[src/rtl/legv8_multicycle_ctrl_if.sv]
// Memory-side bundle between legv8_multicycle_ctrl (master) and the instruction/data memories (slave).
// Handshake: req stays high from state entry through the ack cycle; ack counts only while req is high.
interface legv8_multicycle_ctrl_if;
    logic        imem_req;
    logic        imem_ack;
    logic [31:0] instr_rdata;
    logic        dmem_req;
    logic        dmem_we;
    logic        dmem_ack;

    modport master (
        output imem_req, dmem_req, dmem_we,
        input  imem_ack, instr_rdata, dmem_ack
    );

    modport slave (
        input  imem_req, dmem_req, dmem_we,
        output imem_ack, instr_rdata, dmem_ack
    );
endinterface

[src/rtl/legv8_multicycle_ctrl.sv]
// Multi-cycle LEGv8 sequencer: owns PC/IR, drives per-phase datapath controls and memory req/ack.
// Optional memory watchdog enabled by defining MC_WATCHDOG_EN.
module legv8_multicycle_ctrl #(
    parameter int                    DATA_WIDTH  = 64,
    parameter logic [DATA_WIDTH-1:0] RESET_PC    = '0,
    parameter int                    MEM_TIMEOUT = 15
) (
    input  logic                  i_clk,
    input  logic                  i_reset,
    legv8_multicycle_ctrl_if.master mem_if,
    input  logic                  i_zero,
    input  logic [DATA_WIDTH-1:0] i_branch_target,
    output logic [DATA_WIDTH-1:0] o_pc,
    output logic [31:0]           o_ir,
    output logic                  o_reg_to_loc,
    output logic                  o_alu_src,
    output logic                  o_mem_to_reg,
    output logic                  o_reg_write,
    output logic [1:0]            o_alu_op,
    output logic                  o_halted,
    output logic                  o_fault,
    output logic [31:0]           o_instr_count,
    output logic [2:0]            o_state
);

    typedef enum logic [2:0] {
        S_FETCH  = 3'd0,
        S_DECODE = 3'd1,
        S_EXEC   = 3'd2,
        S_MEM    = 3'd3,
        S_WB     = 3'd4,
        S_HALT   = 3'd5,
        S_FAULT  = 3'd6
    } state_t;

    state_t                r_state;
    state_t                w_next;
    logic [DATA_WIDTH-1:0] r_pc;
    logic [31:0]           r_ir;
    logic [31:0]           r_count;
    logic                  w_ir_load;
    logic                  w_pc_step;
    logic                  w_pc_branch;
    logic                  w_retire;
    logic                  w_timeout;

    logic [10:0] w_op;
    logic        w_is_r;
    logic        w_is_ldur;
    logic        w_is_stur;
    logic        w_is_cbz;
    logic        w_is_halt;
    logic        w_active;

    assign w_op      = r_ir[31:21];
    assign w_is_r    = (w_op == 11'b10001011000) || (w_op == 11'b11001011000) ||
                       (w_op == 11'b10001010000) || (w_op == 11'b10101010000);
    assign w_is_ldur = (w_op == 11'b11111000010);
    assign w_is_stur = (w_op == 11'b11111000000);
    assign w_is_cbz  = (r_ir[31:24] == 8'b10110100);
    assign w_is_halt = (r_ir == 32'h0);
    assign w_active  = (r_state == S_DECODE) || (r_state == S_EXEC) ||
                       (r_state == S_MEM)    || (r_state == S_WB);

`ifdef MC_WATCHDOG_EN
    localparam int WD_W = $clog2(MEM_TIMEOUT + 1);
    logic [WD_W-1:0] r_wait;

    // Clears whenever the state changes, so each FETCH/MEM visit starts from zero.
    always_ff @(posedge i_clk) begin
        if (i_reset || (w_next != r_state)) begin
            r_wait <= '0;
        end else if (((r_state == S_FETCH) && !mem_if.imem_ack) ||
                     ((r_state == S_MEM) && !mem_if.dmem_ack)) begin
            r_wait <= r_wait + 1'b1;
        end
    end

    assign w_timeout = (r_wait == WD_W'(MEM_TIMEOUT));
`else
    assign w_timeout = 1'b0;
`endif

    always_ff @(posedge i_clk) begin
        if (i_reset) begin
            r_state <= S_FETCH;
        end else begin
            r_state <= w_next;
        end
    end

    always_ff @(posedge i_clk) begin
        if (i_reset) begin
            r_pc    <= RESET_PC;
            r_ir    <= '0;
            r_count <= '0;
        end else begin
            if (w_ir_load) begin
                r_ir <= mem_if.instr_rdata;
            end
            if (w_pc_branch) begin
                r_pc <= i_branch_target;
            end else if (w_pc_step) begin
                r_pc <= r_pc + DATA_WIDTH'(4);
            end
            if (w_retire) begin
                r_count <= r_count + 32'd1;
            end
        end
    end

    // Everything combinational is forced low during reset so a pending req drops immediately.
    always_comb begin
        w_next          = r_state;
        w_ir_load       = 1'b0;
        w_pc_step       = 1'b0;
        w_pc_branch     = 1'b0;
        w_retire        = 1'b0;
        mem_if.imem_req = 1'b0;
        mem_if.dmem_req = 1'b0;
        mem_if.dmem_we  = 1'b0;
        o_reg_to_loc    = 1'b0;
        o_alu_src       = 1'b0;
        o_mem_to_reg    = 1'b0;
        o_reg_write     = 1'b0;
        o_alu_op        = 2'b00;
        o_halted        = 1'b0;
        o_fault         = 1'b0;
        if (!i_reset) begin
            if (w_active) begin
                o_reg_to_loc = w_is_stur || w_is_cbz;
                o_alu_src    = w_is_ldur || w_is_stur;
                o_alu_op     = w_is_r ? 2'b10 : (w_is_cbz ? 2'b01 : 2'b00);
            end
            case (r_state)
                S_FETCH: begin
                    mem_if.imem_req = 1'b1;
                    if (mem_if.imem_ack) begin
                        w_ir_load = 1'b1;
                        w_next    = S_DECODE;
                    end else if (w_timeout) begin
                        w_next = S_FAULT;
                    end
                end
                S_DECODE: begin
                    if (w_is_halt) begin
                        w_next = S_HALT;
                    end else if (w_is_r || w_is_ldur || w_is_stur || w_is_cbz) begin
                        w_next = S_EXEC;
                    end else begin
                        w_next = S_FAULT;
                    end
                end
                S_EXEC: begin
                    if (w_is_cbz) begin
                        w_pc_branch = i_zero;
                        w_pc_step   = !i_zero;
                        w_retire    = 1'b1;
                        w_next      = S_FETCH;
                    end else if (w_is_r) begin
                        w_next = S_WB;
                    end else begin
                        w_next = S_MEM;
                    end
                end
                S_MEM: begin
                    mem_if.dmem_req = 1'b1;
                    mem_if.dmem_we  = w_is_stur;
                    if (mem_if.dmem_ack) begin
                        if (w_is_stur) begin
                            w_pc_step = 1'b1;
                            w_retire  = 1'b1;
                            w_next    = S_FETCH;
                        end else begin
                            w_next = S_WB;
                        end
                    end else if (w_timeout) begin
                        w_next = S_FAULT;
                    end
                end
                S_WB: begin
                    o_reg_write  = 1'b1;
                    o_mem_to_reg = w_is_ldur;
                    w_pc_step    = 1'b1;
                    w_retire     = 1'b1;
                    w_next       = S_FETCH;
                end
                S_HALT:  o_halted = 1'b1;
                S_FAULT: o_fault  = 1'b1;
                default: w_next = S_FAULT;
            endcase
        end
    end

    assign o_pc          = r_pc;
    assign o_ir          = r_ir;
    assign o_instr_count = r_count;
    assign o_state       = r_state;

endmodule

[src/flat_wrapper.sv]
// flat-port wrapper written by rule: the top's interface ports become plain ports
module legv8_multicycle_ctrl_flat 
#(
    parameter int                    DATA_WIDTH  = 64,
    parameter logic [DATA_WIDTH-1:0] RESET_PC    = '0,
    parameter int                    MEM_TIMEOUT = 15
)
  (i_clk, i_reset, i_zero, i_branch_target, o_pc, o_ir, o_reg_to_loc, o_alu_src, o_mem_to_reg, o_reg_write, o_alu_op, o_halted, o_fault, o_instr_count, o_state, mem_if_imem_req, mem_if_dmem_req, mem_if_dmem_we, mem_if_imem_ack, mem_if_instr_rdata, mem_if_dmem_ack);
  legv8_multicycle_ctrl_if mem_if_i ();
  input  logic i_clk;
  input  logic i_reset;
  input  logic i_zero;
  input  logic [DATA_WIDTH-1:0] i_branch_target;
  output logic [DATA_WIDTH-1:0] o_pc;
  output logic [31:0] o_ir;
  output logic o_reg_to_loc;
  output logic o_alu_src;
  output logic o_mem_to_reg;
  output logic o_reg_write;
  output logic [1:0] o_alu_op;
  output logic o_halted;
  output logic o_fault;
  output logic [31:0] o_instr_count;
  output logic [2:0] o_state;
  output wire logic [$bits(mem_if_i.imem_req)-1:0] mem_if_imem_req;
  output wire logic [$bits(mem_if_i.dmem_req)-1:0] mem_if_dmem_req;
  output wire logic [$bits(mem_if_i.dmem_we)-1:0] mem_if_dmem_we;
  input wire logic [$bits(mem_if_i.imem_ack)-1:0] mem_if_imem_ack;
  input wire logic [$bits(mem_if_i.instr_rdata)-1:0] mem_if_instr_rdata;
  input wire logic [$bits(mem_if_i.dmem_ack)-1:0] mem_if_dmem_ack;
  assign mem_if_imem_req = mem_if_i.imem_req;
  assign mem_if_dmem_req = mem_if_i.dmem_req;
  assign mem_if_dmem_we = mem_if_i.dmem_we;
  assign mem_if_i.imem_ack = mem_if_imem_ack;
  assign mem_if_i.instr_rdata = mem_if_instr_rdata;
  assign mem_if_i.dmem_ack = mem_if_dmem_ack;
  legv8_multicycle_ctrl #(.DATA_WIDTH(DATA_WIDTH), .RESET_PC(RESET_PC), .MEM_TIMEOUT(MEM_TIMEOUT)) u_core (.i_clk(i_clk), .i_reset(i_reset), .mem_if(mem_if_i), .i_zero(i_zero), .i_branch_target(i_branch_target), .o_pc(o_pc), .o_ir(o_ir), .o_reg_to_loc(o_reg_to_loc), .o_alu_src(o_alu_src), .o_mem_to_reg(o_mem_to_reg), .o_reg_write(o_reg_write), .o_alu_op(o_alu_op), .o_halted(o_halted), .o_fault(o_fault), .o_instr_count(o_instr_count), .o_state(o_state));
endmodule
[config.mk]
export PLATFORM = sky130hd
export DESIGN_NAME = legv8_multicycle_ctrl_flat
export DESIGN_NICKNAME = d
export VERILOG_FILES = /design/src/rtl/legv8_multicycle_ctrl_if.sv /design/src/rtl/legv8_multicycle_ctrl.sv /design/src/flat_wrapper.sv
export SDC_FILE = /design/constraint.sdc
export NUM_CORES = 1
export LEC_CHECK = 0
export BUFFER_PORTS_ARGS = -buffer_cell sky130_fd_sc_hd__clkbuf_2
export CORE_MARGIN = 1.5
export CORE_UTILIZATION = 30
export DETAILED_ROUTE_END_ITERATION = 12
export SLEW_MARGIN = 20
export SYNTH_ARGS = -nofsm -noshare
export SYNTH_HDL_FRONTEND = slang
export SYNTH_SLANG_ARGS = --single-unit
export TNS_END_PERCENT = 1
[constraint.sdc]
create_clock -name i_clk -period 2.8 [get_ports i_clk]
set_clock_uncertainty 0.1 [all_clocks]
set_input_delay 0.28 -clock i_clk [delete_from_list [all_inputs] [get_ports i_clk]]
set_output_delay 0.28 -clock i_clk [all_outputs]
set_load 0.05 [all_outputs]
Word-level counts from Yosys, hierarchy flattened --
Cells that the tools add are included.
Cells by class: bitwise gates (word level) 1, add/sub/neg operators 2, reduce and logical (&&, ||, !) cells 17, equality and inequality tests 15, muxes and demuxes 46
Operator list (count):
- 64-bit two-way mux | 2
- 11-bit == test (second input constant) | 6
- 64-bit by 3-bit adder with 64-bit output (second input constant) | 1
- 32-bit by 1-bit adder with 32-bit output (second input constant) | 1
- 32-bit logical NOT | 1
- 1-bit two-way mux | 31
- 3-bit two-way mux | 7
- 3-bit one-hot mux with 6 select lines | 1
- 1-bit logical OR | 11
- 3-bit == test (second input constant) | 3
- 8-bit == test (second input constant) | 1
- 3-bit by 2-bit == test with 1-bit output (second input constant) | 2
- 2-bit two-way mux | 3
- 1-bit one-hot mux with 3 select lines | 2
- 2-bit inequality test (second input constant) | 2
- 3-bit by 1-bit == test with 1-bit output (second input constant) | 1
- 3-bit logical NOT | 1
- 3-bit AND reduction | 1
- 2-bit nonzero test | 1
- 2-bit OR reduction | 1
- 1-bit logical NOT | 1
- 1-bit NOT | 1
Word-level totals: output and inout bits 142, register bits after elaboration 131, input bits 101, word-level logic and storage cells 85

Logic depth before layout (Yosys ltp) --
Gate-level depths: netlist of the first run.
depth after elaboration 10, gate-level depth with buffers 10, mapped depth without buffers 7

Worst setup path after synthesis of the first run --
No wires, ideal clock.
kind reg-to-reg, start register u_core.r_state[0], in the netlist u_core.o_state[0], end register u_core.r_ir[24], in the netlist u_core.o_ir[24], setup time 0.060 ns, path slack -0.575 ns, arrival 3.215 ns, required time 2.640 ns, stages on the path, launching flop included 8, period minus slack after synthesis 3.375 ns, path buffers 3, cells stage by stage dfxtp_1 clkbuf_1 nor4_1 and2_1 clkbuf_1 clkbuf_1 nand2_1 nand2_1
On the way: cells in the longest elaborated chain, start to end 3
RTL lines:
- start, declared | line legv8_multicycle_ctrl.sv:36 | state_t r_state;
- start signal, assigned | line legv8_multicycle_ctrl.sv:88 | r_state <= w_next;
- 3-bit logical NOT | line legv8_multicycle_ctrl.sv:135 | case (r_state)
- 1-bit two-way mux | line legv8_multicycle_ctrl.sv:135
- 1-bit two-way mux | line legv8_multicycle_ctrl.sv:129 | if (!i_reset) begin
- end signal, assigned | line legv8_multicycle_ctrl.sv:99 | r_ir <= mem_if.instr_rdata;
- end, declared | line legv8_multicycle_ctrl.sv:39 | logic [31:0] r_ir;
Every way passes these cells. A chain may end at the register's enable or synchronous reset.

Final worst setup path of the first run --
start register u_core.r_state[0], in the netlist u_core.o_state[0], end output o_alu_src
On the way: cells in the longest elaborated chain, start to end 6, elaborated cells between the ends (all ways) 9, classes of those cells eq/ne (4); mux (2); reduce/logical (3)
RTL lines:
- 3-bit by 1-bit == test with 1-bit output / 3-bit by 2-bit == test with 1-bit output (equally long branches) | line legv8_multicycle_ctrl.sv:62 | assign w_active = (r_state == S_DECODE) || (r_state == S_EXEC) ||
- 1-bit logical OR (2 in series) | line legv8_multicycle_ctrl.sv:62
- 1-bit logical OR (*) | line legv8_multicycle_ctrl.sv:63 | (r_state == S_MEM) || (r_state == S_WB);
- 1-bit two-way mux (*) | line legv8_multicycle_ctrl.sv:130 | if (w_active) begin
- 1-bit two-way mux (*) | line legv8_multicycle_ctrl.sv:129
- end, declared | line flat_wrapper.sv:17 | output logic o_alu_src;
Every way passes the cells marked *; elsewhere a longest branch is shown, timed or not.

==> results.txt, run 1 <==
----------------------------------------------------
[Power]
  Cell-internal power ... 3.86 mW
  Share of total power in combinational logic ... 31.2%
  NetSw ... 2.68 mW
  Worst IR drop on VDD ... 0.493 mV
  Leakage ... 3.88 nW
  Total power divided by cell area ... 662 nW/um2
  Part of the total power dissipated in the clock network ... 34.9%
  Seq pwr share ... 33.9%
  Switching Fraction ... 41.0%

[Timing]
  Worst-case setup margin in the final layout ... 0.165 ns
  Peak clock frequency supported by timing ... 0.379 GHz
  Endpoints failing setup ... 0
  Final hold violation count ... 0
  RSZ-0062 raised after global routing ... no
  Time the final worst path needs with I/O delays and setup ... 2.64 ns
  Max Slew Vio Count ... 0
  Worst slew pin tran ... 0.840 ns
  Final critical-path share of the clock period ... 94.1%
  Headroom to the max-slew limit ... 43.9%

[Layout]
  Leading cell types in the layout, fill and taps excluded ... sky130_fd_sc_hd__clkbuf_2 (241), sky130_fd_sc_hd__nand2_1 (138), sky130_fd_sc_hd__dfxtp_1 (131)
  Most common cell after layout, fill and taps aside ... sky130_fd_sc_hd__clkbuf_2
  Fill cell total of the finished layout ... 2443
  Area growth from synthesis to final layout ... 38.8%
  Final Net Count ... 1308
  Sequential cell area ... 2620 um2
  Post-route core utilization ... 42.2%
  Area of all placed cells without fillers ... 9890 um2
  Multi-input gate area in the final layout ... 4220 um2
  Share of post-route cells with drive strength above 1 ... 28.2%

[Detailed routing]
  Detailed-route DRC error count ... 0
  Number of nets still failing antenna checks after routing ... 0
  Wl on met1 ... 11400 um
  Number of optimization iterations in the first detailed-route pass ... 6
  Met3 Wirelength ... 2370 um
  DRT iter0 DRCs ... 512
  WL per Instance ... 17.0 um
  Highest metal layer used by the detailed router ... met4
  Number of vias in the routed layout ... 8028
  Routed met2 length ... 12000 um
  Post-DR vias/cell ... 5.22
  DRT Wirelength ... 26200 um

[Floorplanning]
  Die height ... 157 um
  Initial Util ... 30.4%
  Area of the die ... 24700 um2
  X dimension of the die ... 157 um
  Number of core rows ... 56
  I/O pin cnt ... 243
  Area of the core ... 23400 um2

[Clock tree]
  Htree depth ... 4
  Reg clk slew, reported paths ... 0.07 ns
  Number of buffers on the longest clock path ... 2
  Clock tree root driver cell ... sky130_fd_sc_hd__clkbuf_16
  Number of CTS-inserted buffers ... 17
  Total number of clock tree sinks ... 131
  Clock tree from TritonCTS ... built
  Clock latency at the later pin of the worst-skew pair ... 0.43 ns

[Worst setup path]
  Crit path required time ... 2.42 ns
  Maximum fanout count along the critical path ... 8
  Arrival time reported for the critical path endpoint ... 2.26 ns
  Sort of element at the start of the critical path ... register
  Startpoint-to-endpoint class of the critical path ... register to primary output
  Type of element capturing the critical path ... primary output

[Status]
  Outcome ... finished clean

[Logic synthesis]
  Netlist area before placement ... 7120 um2
  Ys async rst share ... 0%
  Seq cells post-synth ... 131
  Syn Nets ... 1034
  Register area share after synthesis ... 36.8%
  Gate Count Post-Synth ... 931
  Yosys warning count ... 0
  Post-Synthesis Mean Instance Area ... 7.65 um2
  Prevailing post-synth register cell ... sky130_fd_sc_hd__dfxtp_1
  Number of flops mapped to enable cells by yosys ... 0
  Cell variety after synth ... 63

[GRT]
  Remaining Overflow, GRT ... 0
  Wire length of the first global-routing pass ... 40900 um
  Number of antenna violations at the first check in global routing ... 1
  All-Layer GR Usage ... 21.2%
  Vias in the first global route ... 7397
  Pin count of the biggest net entering global routing ... 80

[Flow run]
  Maxcap violations ... 0

[Worst hold path]
  Hold crit path type ... input pin to register

[Placement]
  Worst setup timing slack at the placement stage ... 0.268 ns
  Number of buffer cells added on primary ports ... 242
  Half-perimeter wire length after detailed placement ... 18900 um
  Placer's final routability congestion estimate ... 0.823
  Placed cell area ... 8870 um2

----------------------------------------------------
[cell families (layout without fill, tap and decap cells)]
logic type                 Yosys count  count (layout)  share of synthesized area, %
AOI/OAI and AO/OA                  194             194                          17.9
muxes                                2               2                         0.281
buffers and inverters               84             371                          4.73
adders and majority gates            2               2                         0.351
and+or+nand+nor                    481             481                          35.3
DFF                                131             131                          36.8
xor gates and xnor gates            37              37                          4.55
other                                0               2                             0
[cell type report]
type / instances / area share (%)
tap: 319 / 4.04
multi-input combinational: 716 / 42.7
inverter: 17 / 0.645
clock buffer: 17 / 4.30
antenna: 2 / 0.0506
sequential: 131 / 26.5
timing repair buffer: 322 / 20.0
clock inverter: 15 / 1.81
[metrics by stage]
step           std cells  hold WS (ns)  total power [mW]  setup TNS, ns
3_3_place_gp        1466         0.345              4.24              0
4_1_cts             1537       0.00121              6.60              0
2_1_floorplan        931         0.279              3.56          -1.08
3_5_place_dp        1466         0.348              4.25              0
5_1_grt             1537       0.00875              6.85              0
6_report            1539        0.0188              6.55              0
[layer usage]
metal / GRT usage (%) / vias up
met5: 0 / -
met4: 6.47 / 0
met3: 6.58 / 30
met2: 33.7 / 311
met1: 27.4 / 3729
li1: - / 3958
[flip-flops by register name (all words and copies together) (netlist names)]
| register | count |
|---|---|
| u_core.o_instr_count | 32 |
| u_core.o_pc | 64 |
| u_core.o_ir | 32 |
| u_core.o_state | 3 |
[power groups by stage]
stage	Sequential (mW)	Clock, mW	Combinational (mW)
finish	2.22	2.29	2.04
global route	2.24	2.43	2.18
CTS	2.22	2.35	2.03
detailed placement	2.26	0	1.99
global placement	2.25	0	1.99
floorplan	2.72	0	0.838
[what timing repair did]
action                                  in CTS  in global routing
hold buffers                                39                  0
endpoints found under the setup margin       0                  2
setup buffers                                0                  0
endpoints found under the hold margin       39                  0
resized for setup                            0                  2
[synthesized netlist by cell type (16+ instances only)]
master	number	area, um2
sky130_fd_sc_hd__a211oi_1	17	128
sky130_fd_sc_hd__a21oi_1	51	255
sky130_fd_sc_hd__clkbuf_1	50	188
sky130_fd_sc_hd__dfxtp_1	131	2620
sky130_fd_sc_hd__inv_1	16	60.1
sky130_fd_sc_hd__nand2_1	138	518
sky130_fd_sc_hd__nand3_1	38	190
sky130_fd_sc_hd__nand3b_1	37	278
sky130_fd_sc_hd__nand4_1	38	238
sky130_fd_sc_hd__nor2_1	86	323
sky130_fd_sc_hd__nor3_1	41	205
sky130_fd_sc_hd__nor4_1	23	144
sky130_fd_sc_hd__o21ai_0	34	170
sky130_fd_sc_hd__or3_1	18	113
sky130_fd_sc_hd__xnor2_1	31	272
[worst max-delay path, cell delays in order, from the launching register on]
cell and delay, ns:
sky130_fd_sc_hd__dfxtp_1 0.36, sky130_fd_sc_hd__buf_4 0.18, sky130_fd_sc_hd__nor3_2 0.37, sky130_fd_sc_hd__buf_4 0.26, sky130_fd_sc_hd__o21bai_1 0.17, sky130_fd_sc_hd__nor2_1 0.19, sky130_fd_sc_hd__clkbuf_2 0.30
[path summary, 6_finish.rpt]
| check | start | endpoint | slack [ns] | cells past startpoint |
|---|---|---|---|---|
| worst min-delay path | i_branch_target[61] | u_core.o_pc[61]$_SDFFE_PP0P_ | 0.02 | 3 |
| worst min register to register | u_core.o_pc[1]$_SDFFE_PP0P_ | u_core.o_pc[1]$_SDFFE_PP0P_ | 0.35 | 2 |
| worst max register to register | u_core.o_ir[27]$_SDFFE_PP0P_ | u_core.o_pc[45]$_SDFFE_PP0P_ | 0.26 | 8 |
| worst max-delay path | u_core.o_state[0]$_SDFFE_PP0P_ | o_alu_src | 0.16 | 6 |
No activity file was read; power rests on OpenSTA's default activity.
==> run 2, diff against run 1 <==
==> constraint.sdc (replaced) <==
create_clock -name i_clk -period 2.8 [get_ports i_clk]
set_clock_uncertainty 0.1 [all_clocks]
set_input_delay 0.56 -clock i_clk [delete_from_list [all_inputs] [get_ports i_clk]]
set_output_delay 0.56 -clock i_clk [all_outputs]
set_load 0.05 [all_outputs]
==> results.txt, run 2 (same netlist as run 1, synthesis figures left out) <==
----------------------------------------------------
[Status]
  Outcome ... finished clean

[Power]
  Cell-internal power ... 3.98 mW (+3.1%)
  Post-layout total power ... 6.47 mW (-1.2%)
  Switching Fraction ... 38.4% (-2.6 points)
  Total power divided by cell area ... 676 nW/um2 (+2.1%)
  NetSw ... 2.48 mW (-7.4%)
  Share of total power in combinational logic ... 31.7% (+0.5 points)
  Part of the total power dissipated in the clock network ... 34.4% (-0.5 points)
  Leakage ... 3.77 nW (-2.8%)
  Worst IR drop on VDD ... 0.373 mV (-24%)
  Seq pwr share ... 33.9% (about the same)

[Worst setup path]
  Arrival time reported for the critical path endpoint ... 1.94 ns (-0.32 ns)
  Worst flop-to-flop path startpoint ... u_core.o_pc[25]$_SDFFE_PP0P_
  Worst path cell trace ... buf_6 -> inv_2 -> nor3_2 -> buf_4 -> o21bai_1 -> nor2_1 -> clkbuf_4
  Sort of element at the start of the critical path ... register
  Maximum fanout count along the critical path ... 15 (+7)
  Crit path required time ... 2.14 ns (-0.28 ns)
  Startpoint-to-endpoint class of the critical path ... register to primary output
  Slowest stage cell on the critical path ... sky130_fd_sc_hd__dfxtp_2
  Type of element capturing the critical path ... primary output
  Crit-path max cell delay ... 0.38 ns (about the same)
  Crit path from ... u_core.o_state[2]$_SDFFE_PP0P_

[GRT]
  Number of antenna violations at the first check in global routing ... 2 (+1)
  Wire length of the first global-routing pass ... 39500 um (-3.3%)
  All-Layer GR Usage ... 20.5% (-0.74 points)
  Remaining Overflow, GRT ... 0 (unchanged)
  Vias in the first global route ... 7199 (-2.7%)
  Pin count of the biggest net entering global routing ... 81 (+1.3%)

[Placement]
  Number of buffer cells added on primary ports ... 242 (unchanged)
  Half-perimeter wire length after detailed placement ... 18600 um (-1.8%)
  Dpl cells ... 1477 (+0.75%)
  Placer's final routability congestion estimate ... 0.834 (+1.4%)

[Layout]
  Most common cell after layout, fill and taps aside ... sky130_fd_sc_hd__clkbuf_2
  Share of post-route cells with drive strength above 1 ... 30.1% (+1.9 points)
  Area growth from synthesis to final layout ... 34.4%
  Post-Layout Cell Count ... 1512 (-1.8%)
  Leading cell types in the layout, fill and taps excluded ... sky130_fd_sc_hd__clkbuf_2 (236), sky130_fd_sc_hd__nand2_1 (138), sky130_fd_sc_hd__dfxtp_1 (129)
  Post-route core utilization ... 40.9% (-1.4 points)
  Final Net Count ... 1281 (-2.1%)
  Max reg flops ... 64 (unchanged)

[Detailed routing]
  Number of optimization iterations in the first detailed-route pass ... 7 (+1)
  Post-DR vias/cell ... 5.18 (-0.64%)
  DRT Wirelength ... 25100 um (-4.1%)
  DRT iter0 DRCs ... 488 (-4.7%)
  Number of nets still failing antenna checks after routing ... 0 (unchanged)
  WL per Instance ... 16.6 um (-2.4%)
  Number of vias in the routed layout ... 7837 (-2.4%)
  Detailed-route DRC error count ... 0 (unchanged)

[Clock tree]
  Htree depth ... 4 (unchanged)
  Clock latency at the later pin of the worst-skew pair ... 0.42 ns (about the same)
  Hold-fix buffer count after cts ... 0 (-100%)
  Clock tree root driver cell ... sky130_fd_sc_hd__clkbuf_16
  Clock tree from TritonCTS ... built
  Number of CTS-inserted buffers ... 17 (unchanged)
  Number of buffers on the longest clock path ... 2 (unchanged)
  Reg clk slew, reported paths ... 0.06 ns (about the same)
  Total number of clock tree sinks ... 131 (unchanged)

[Floorplanning]
  X dimension of the die ... 157 um (unchanged)
  Number of core rows ... 56 (unchanged)
  Area of the die ... 24700 um2 (unchanged)
  Area of the core ... 23400 um2 (unchanged)
  Initial Util ... 30.4% (unchanged)
  I/O pin cnt ... 243 (unchanged)
  Die height ... 157 um (unchanged)

[Timing]
  Max Slew Vio Count ... 0 (unchanged)
  Time the final worst path needs with I/O delays and setup ... 2.60 ns (-0.0360 ns)
  RSZ-0062 raised after global routing ... no
  Final hold violation count ... 0 (unchanged)
  Endpoints failing setup ... 0 (unchanged)
  Headroom to the max-slew limit ... 44.4% (+0.46 points)
  Final critical-path share of the clock period ... 92.8% (-1.3 points)
  Worst slew pin tran ... 0.834 ns (-0.00552 ns)
  Peak clock frequency supported by timing ... 0.385 GHz (+1.4%)

[Worst hold path]
  Origin of the worst min-delay path ... mem_if_instr_rdata[9]
  Hold crit path type ... input pin to register

[Flow run]
  Maxcap violations ... 0 (unchanged)

----------------------------------------------------
-- run 2: cell types whose count changed in the layout (fill, tap and decap cells not counted), sizes merged --
| cell | delta |
|---|---|
| clkinvlp | +4 |
| buf | +12 |
| clkinv | -1 |
| inv | -8 |
| bufinv | +2 |
| dlygate4sd3 | -39 |
| clkbuf | +3 |
-- run 2: path summary, 6_finish.rpt --
path	to	slack (ns)	cells after the start
worst max-delay path	o_reg_to_loc	0.20	7
worst min-delay path	u_core.o_ir[9]$_SDFFE_PP0P_	0.22	3
worst min register to register	u_core.o_pc[1]$_SDFFE_PP0P_	0.36	2
worst max register to register	u_core.o_pc[55]$_SDFFE_PP0P_	0.28	6
-- run 2: area by class of cell --
class,count,area [um2]
Inverter,17,63.8
Clock buffer,20,447
Tap cell,319,399
Antenna cell,2,5.00
Multi-Input combinational cell,716,4220
Fill cell,2505,13800
Clock inverter,12,131
Sequential cell,131,2630
Timing Repair Buffer,295,1680
-- run 2: metrics by stage --
| step | hold WS, ns | setup slack, ns | setup TNS [ns] | area, um2 |
|---|---|---|---|---|
| after global placement | 0.344 | 0.191 | 0 | 8940 |
| after detailed placement | 0.347 | 0.160 | 0 | 8940 |
| after CTS | 0.200 | 0.0132 | 0 | 9520 |
| after floorplan | 0.559 | -0.378 | -0.901 | 7140 |
| final | 0.219 | 0.201 | 0 | 9570 |
| after global routing | 0.204 | 0.0293 | 0 | 9560 |
-- run 2: power groups by stage --
stage / logic, mW / clock network, mW / registers [mW]
after floorplan: 0.844 / 0 / 2.72
after global placement: 2.03 / 0 / 2.22
after detailed placement: 2.04 / 0 / 2.23
after CTS: 2.05 / 2.28 / 2.19
after global routing: 2.21 / 2.37 / 2.22
final: 2.05 / 2.22 / 2.20
-- run 2: metal layers --
layer  vias to the layer above  track usage (%)  share of wire (%)
met2                       271             31.6                 45
met5                         -                0              0.052
met3                        30             6.86                8.1
met4                         2             6.42                1.7
met1                      3635             26.8                 45
li1                       3899                -                  -
-- run 2: timing repair --
item / 4_1_cts / 5_1_grt
endpoints found under the hold margin: 0 / 0
endpoints found under the setup margin: 2 / 13
resized for setup: 2 / 14
buffers inserted: 0 / 1
pin swaps: 0 / 1
-- run 2: worst max-delay path: cells and delay by family (launching register included) --
family / cells / cell delay (ns)
compound gates: 1 / 0.16
buf+inv: 4 / 0.72
flops: 1 / 0.38
simple gates: 2 / 0.26
==> run 3, diff against run 2 <==
- PLACE_DENSITY: default -> 0.58
==> results.txt, run 3 (same netlist as run 1, synthesis figures left out) <==
----------------------------------------------------
[Worst hold path]
  Origin of the worst min-delay path ... mem_if_instr_rdata[23]
  Hold crit path type ... input pin to register
  Hold worst-path end ... u_core.o_ir[23]$_SDFFE_PP0P_
  Worst Hold Depth ... 3 (unchanged)

[Status]
  Outcome ... finished clean

[Layout]
  Fill cell total of the finished layout ... 2521 (+0.64%)
  Max reg flops ... 64 (unchanged)
  Most common cell after layout, fill and taps aside ... sky130_fd_sc_hd__clkbuf_2
  Post-route core utilization ... 40.9% (about the same)
  Multi-input gate area in the final layout ... 4250 um2 (+0.68%)
  Sequential cell area ... 2620 um2 (about the same)
  Leading cell types in the layout, fill and taps excluded ... sky130_fd_sc_hd__clkbuf_2 (236), sky130_fd_sc_hd__nand2_1 (138), sky130_fd_sc_hd__dfxtp_1 (130)
  Final Net Count ... 1273 (-0.62%)
  Area growth from synthesis to final layout ... 34.4% (about the same)
  Post-Layout Cell Count ... 1501 (-0.73%)
  Share of post-route cells with drive strength above 1 ... 29.8% (-0.28 points)
  Antenna Cells ... 0 (-2)

[Power]
  Switching Fraction ... 37.5% (-0.96 points)
  Total power divided by cell area ... 693 nW/um2 (+2.5%)
  Cell-internal power ... 4.14 mW (+4.1%)
  Leakage ... 3.75 nW (-0.59%)
  Share of total power in combinational logic ... 29.9% (-1.8 points)
  Post-layout total power ... 6.63 mW (+2.5%)
  Part of the total power dissipated in the clock network ... 36.7% (+2.3 points)
  Worst IR drop on VDD ... 0.394 mV (+5.8%)
  Seq pwr share ... 33.4% (-0.5 points)
  NetSw ... 2.48 mW (about the same)

[Worst setup path]
  Startpoint-to-endpoint class of the critical path ... register to primary output
  Type of element capturing the critical path ... primary output
  Slowest stage cell on the critical path ... sky130_fd_sc_hd__dfxtp_1
  Family with the most delay on the worst path ... buffers and inverters
  Arrival time reported for the critical path endpoint ... 2.04 ns (+0.10 ns)
  Sort of element at the start of the critical path ... register
  R2r worst-path depth ... 7 (+1)
  Capturing point of the worst reg2reg path ... u_core.o_pc[58]$_SDFFE_PP0P_
  R2R setup slack ... 0.15 ns (-0.13 ns)
  Crit path required time ... 2.14 ns (about the same)
  Worst flop-to-flop path startpoint ... u_core.o_pc[5]$_SDFFE_PP0P_
  Crit-path max cell delay ... 0.41 ns (+0.03 ns)
  CP Buf/Inv Count ... 4 (unchanged)
  Maximum fanout count along the critical path ... 15 (unchanged)
  Worst path cell trace ... buf_4 -> inv_2 -> nor3_2 -> buf_12 -> o21bai_1 -> nor2_1 -> buf_2

[Clock tree]
  Number of CTS-inserted buffers ... 17 (unchanged)
  Reg clk slew, reported paths ... 0.06 ns (about the same)
  Number of buffers on the longest clock path ... 2 (unchanged)
  Clock tree root driver cell ... sky130_fd_sc_hd__clkbuf_16
  Htree depth ... 4 (unchanged)
  Total number of clock tree sinks ... 131 (unchanged)
  Clock tree from TritonCTS ... built
  Clock latency at the later pin of the worst-skew pair ... 0.42 ns (about the same)
  Hold-fix buffer count after cts ... 0 (unchanged)

[Placement]
  Half-perimeter wire length after detailed placement ... 18400 um (-0.78%)
  Number of buffer cells added on primary ports ... 242 (unchanged)
  Placer's final routability congestion estimate ... 0.832 (-0.23%)
  Worst setup timing slack at the placement stage ... 0.155 ns (-0.00536 ns)
  Dpl cells ... 1468 (-0.61%)

[Timing]
  Final critical-path share of the clock period ... 96.4% (+3.5 points)
  Peak clock frequency supported by timing ... 0.371 GHz (-3.7%)
  Time the final worst path needs with I/O delays and setup ... 2.70 ns (+0.0987 ns)
  Worst slew pin tran ... 0.818 ns (-0.0165 ns)
  Headroom to the max-slew limit ... 45.5% (+1.1 points)
  Worst-case setup margin in the final layout ... 0.102 ns (-0.0987 ns)
  Endpoints failing setup ... 0 (unchanged)
  Total negative slack for setup checks ... 0 ns (unchanged)
  Max Slew Vio Count ... 0 (unchanged)
  Final hold violation count ... 0 (unchanged)
  RSZ-0062 raised after global routing ... yes

[Detailed routing]
  Number of vias in the routed layout ... 7875 (+0.48%)
  Number of nets still failing antenna checks after routing ... 0 (unchanged)
  DRT iter0 DRCs ... 433 (-11%)
  Number of optimization iterations in the first detailed-route pass ... 5 (-2)
  DRT Wirelength ... 25100 um (about the same)
  Detailed-route DRC error count ... 0 (unchanged)
  WL per Instance ... 16.8 um (+0.83%)
  Post-DR vias/cell ... 5.25 (+1.2%)

[Floorplanning]
  Area of the die ... 24700 um2 (unchanged)
  Die height ... 157 um (unchanged)
  I/O pin cnt ... 243 (unchanged)
  Number of core rows ... 56 (unchanged)
  Area of the core ... 23400 um2 (unchanged)
  X dimension of the die ... 157 um (unchanged)
  Initial Util ... 30.4% (unchanged)

[GRT]
  Remaining Overflow, GRT ... 0 (unchanged)
  All-Layer GR Usage ... 20.3% (-0.15 points)
  Wire length of the first global-routing pass ... 39400 um (-0.23%)
  Pin count of the biggest net entering global routing ... 76 (-6.2%)
  Number of antenna violations at the first check in global routing ... 4 (+2)
  Vias in the first global route ... 7205 (+0.083%)

[Flow run]
  Maxcap violations ... 0 (unchanged)

----------------------------------------------------
[run 3: per-stage QoR]
step | cell area [um2] | hold WS, ns
5_1_grt | 9570 | 0.209
2_1_floorplan | 7140 | 0.559
6_report | 9570 | 0.222
3_5_place_dp | 8870 | 0.349
3_3_place_gp | 8860 | 0.342
4_1_cts | 9510 | 0.205
[run 3: worst max-delay path by stage]
| stage | startpoint | endpoint | slack [ns] | cells after the start |
|---|---|---|---|---|
| global placement | mem_if_dmem_ack | u_core.o_instr_count[31]$_SDFFE_PP0P_ | 0.01 | 7 |
| CTS | u_core.o_ir[24]$_SDFFE_PP0P_ | o_reg_to_loc | 0.02 | 6 |
| global route | u_core.o_pc[5]$_SDFFE_PP0P_ | u_core.o_pc[42]$_SDFFE_PP0P_ | -0.004 | 7 |
| floorplan | u_core.o_state[2]$_SDFFE_PP0P_ | o_mem_to_reg | -0.38 | 5 |
| finish | u_core.o_state[2]$_SDFFE_PP0P_ | o_alu_src | 0.10 | 7 |
| detailed placement | u_core.o_pc[5]$_SDFFE_PP0P_ | u_core.o_pc[52]$_SDFFE_PP0P_ | 0.16 | 6 |
[run 3: layout make-up]
cell class                      count  area share (%)
Sequential cell                   131            27.4
Timing Repair Buffer              287            16.7
Tap cell                          319            4.17
Multi-Input combinational cell    716            44.4
Inverter                           17           0.667
Clock inverter                     12            1.88
Clock buffer                       19            4.73
[run 3: timing repair]
action	in CTS	in global routing
resized for setup	3	12
pin swaps	0	1
buffers inserted	0	2
setup endpoints to repair	2	11
[run 3: worst register-to-register path, cell delays in order (launching register included)]
cell and delay [ns]:
sky130_fd_sc_hd__dfxtp_1 0.43, sky130_fd_sc_hd__nand4_1 0.30, sky130_fd_sc_hd__nor3_2 0.51, sky130_fd_sc_hd__buf_4 0.23
sky130_fd_sc_hd__nand4_1 0.12, sky130_fd_sc_hd__buf_4 0.22, sky130_fd_sc_hd__or4_1 0.50, sky130_fd_sc_hd__a31oi_1 0.16
[run 3: power groups by stage]
stage               clock (mW)  combinational (mW)  sequential [mW]
finish                    2.43                1.98             2.21
global route              2.58                2.13             2.24
CTS                       2.48                1.99             2.21
detailed placement           0                1.98             2.24
global placement             0                1.98             2.24
floorplan                    0               0.844             2.72
[run 3: metal layers]
metal | vias up | track usage (%) | part of all wire, %
li1 | 3874 | - | -
met1 | 3659 | 26.4 | 44
met2 | 301 | 31.7 | 45
met3 | 35 | 6.97 | 9.2
met4 | 6 | 6.11 | 1.6
met5 | - | 0 | 0.16
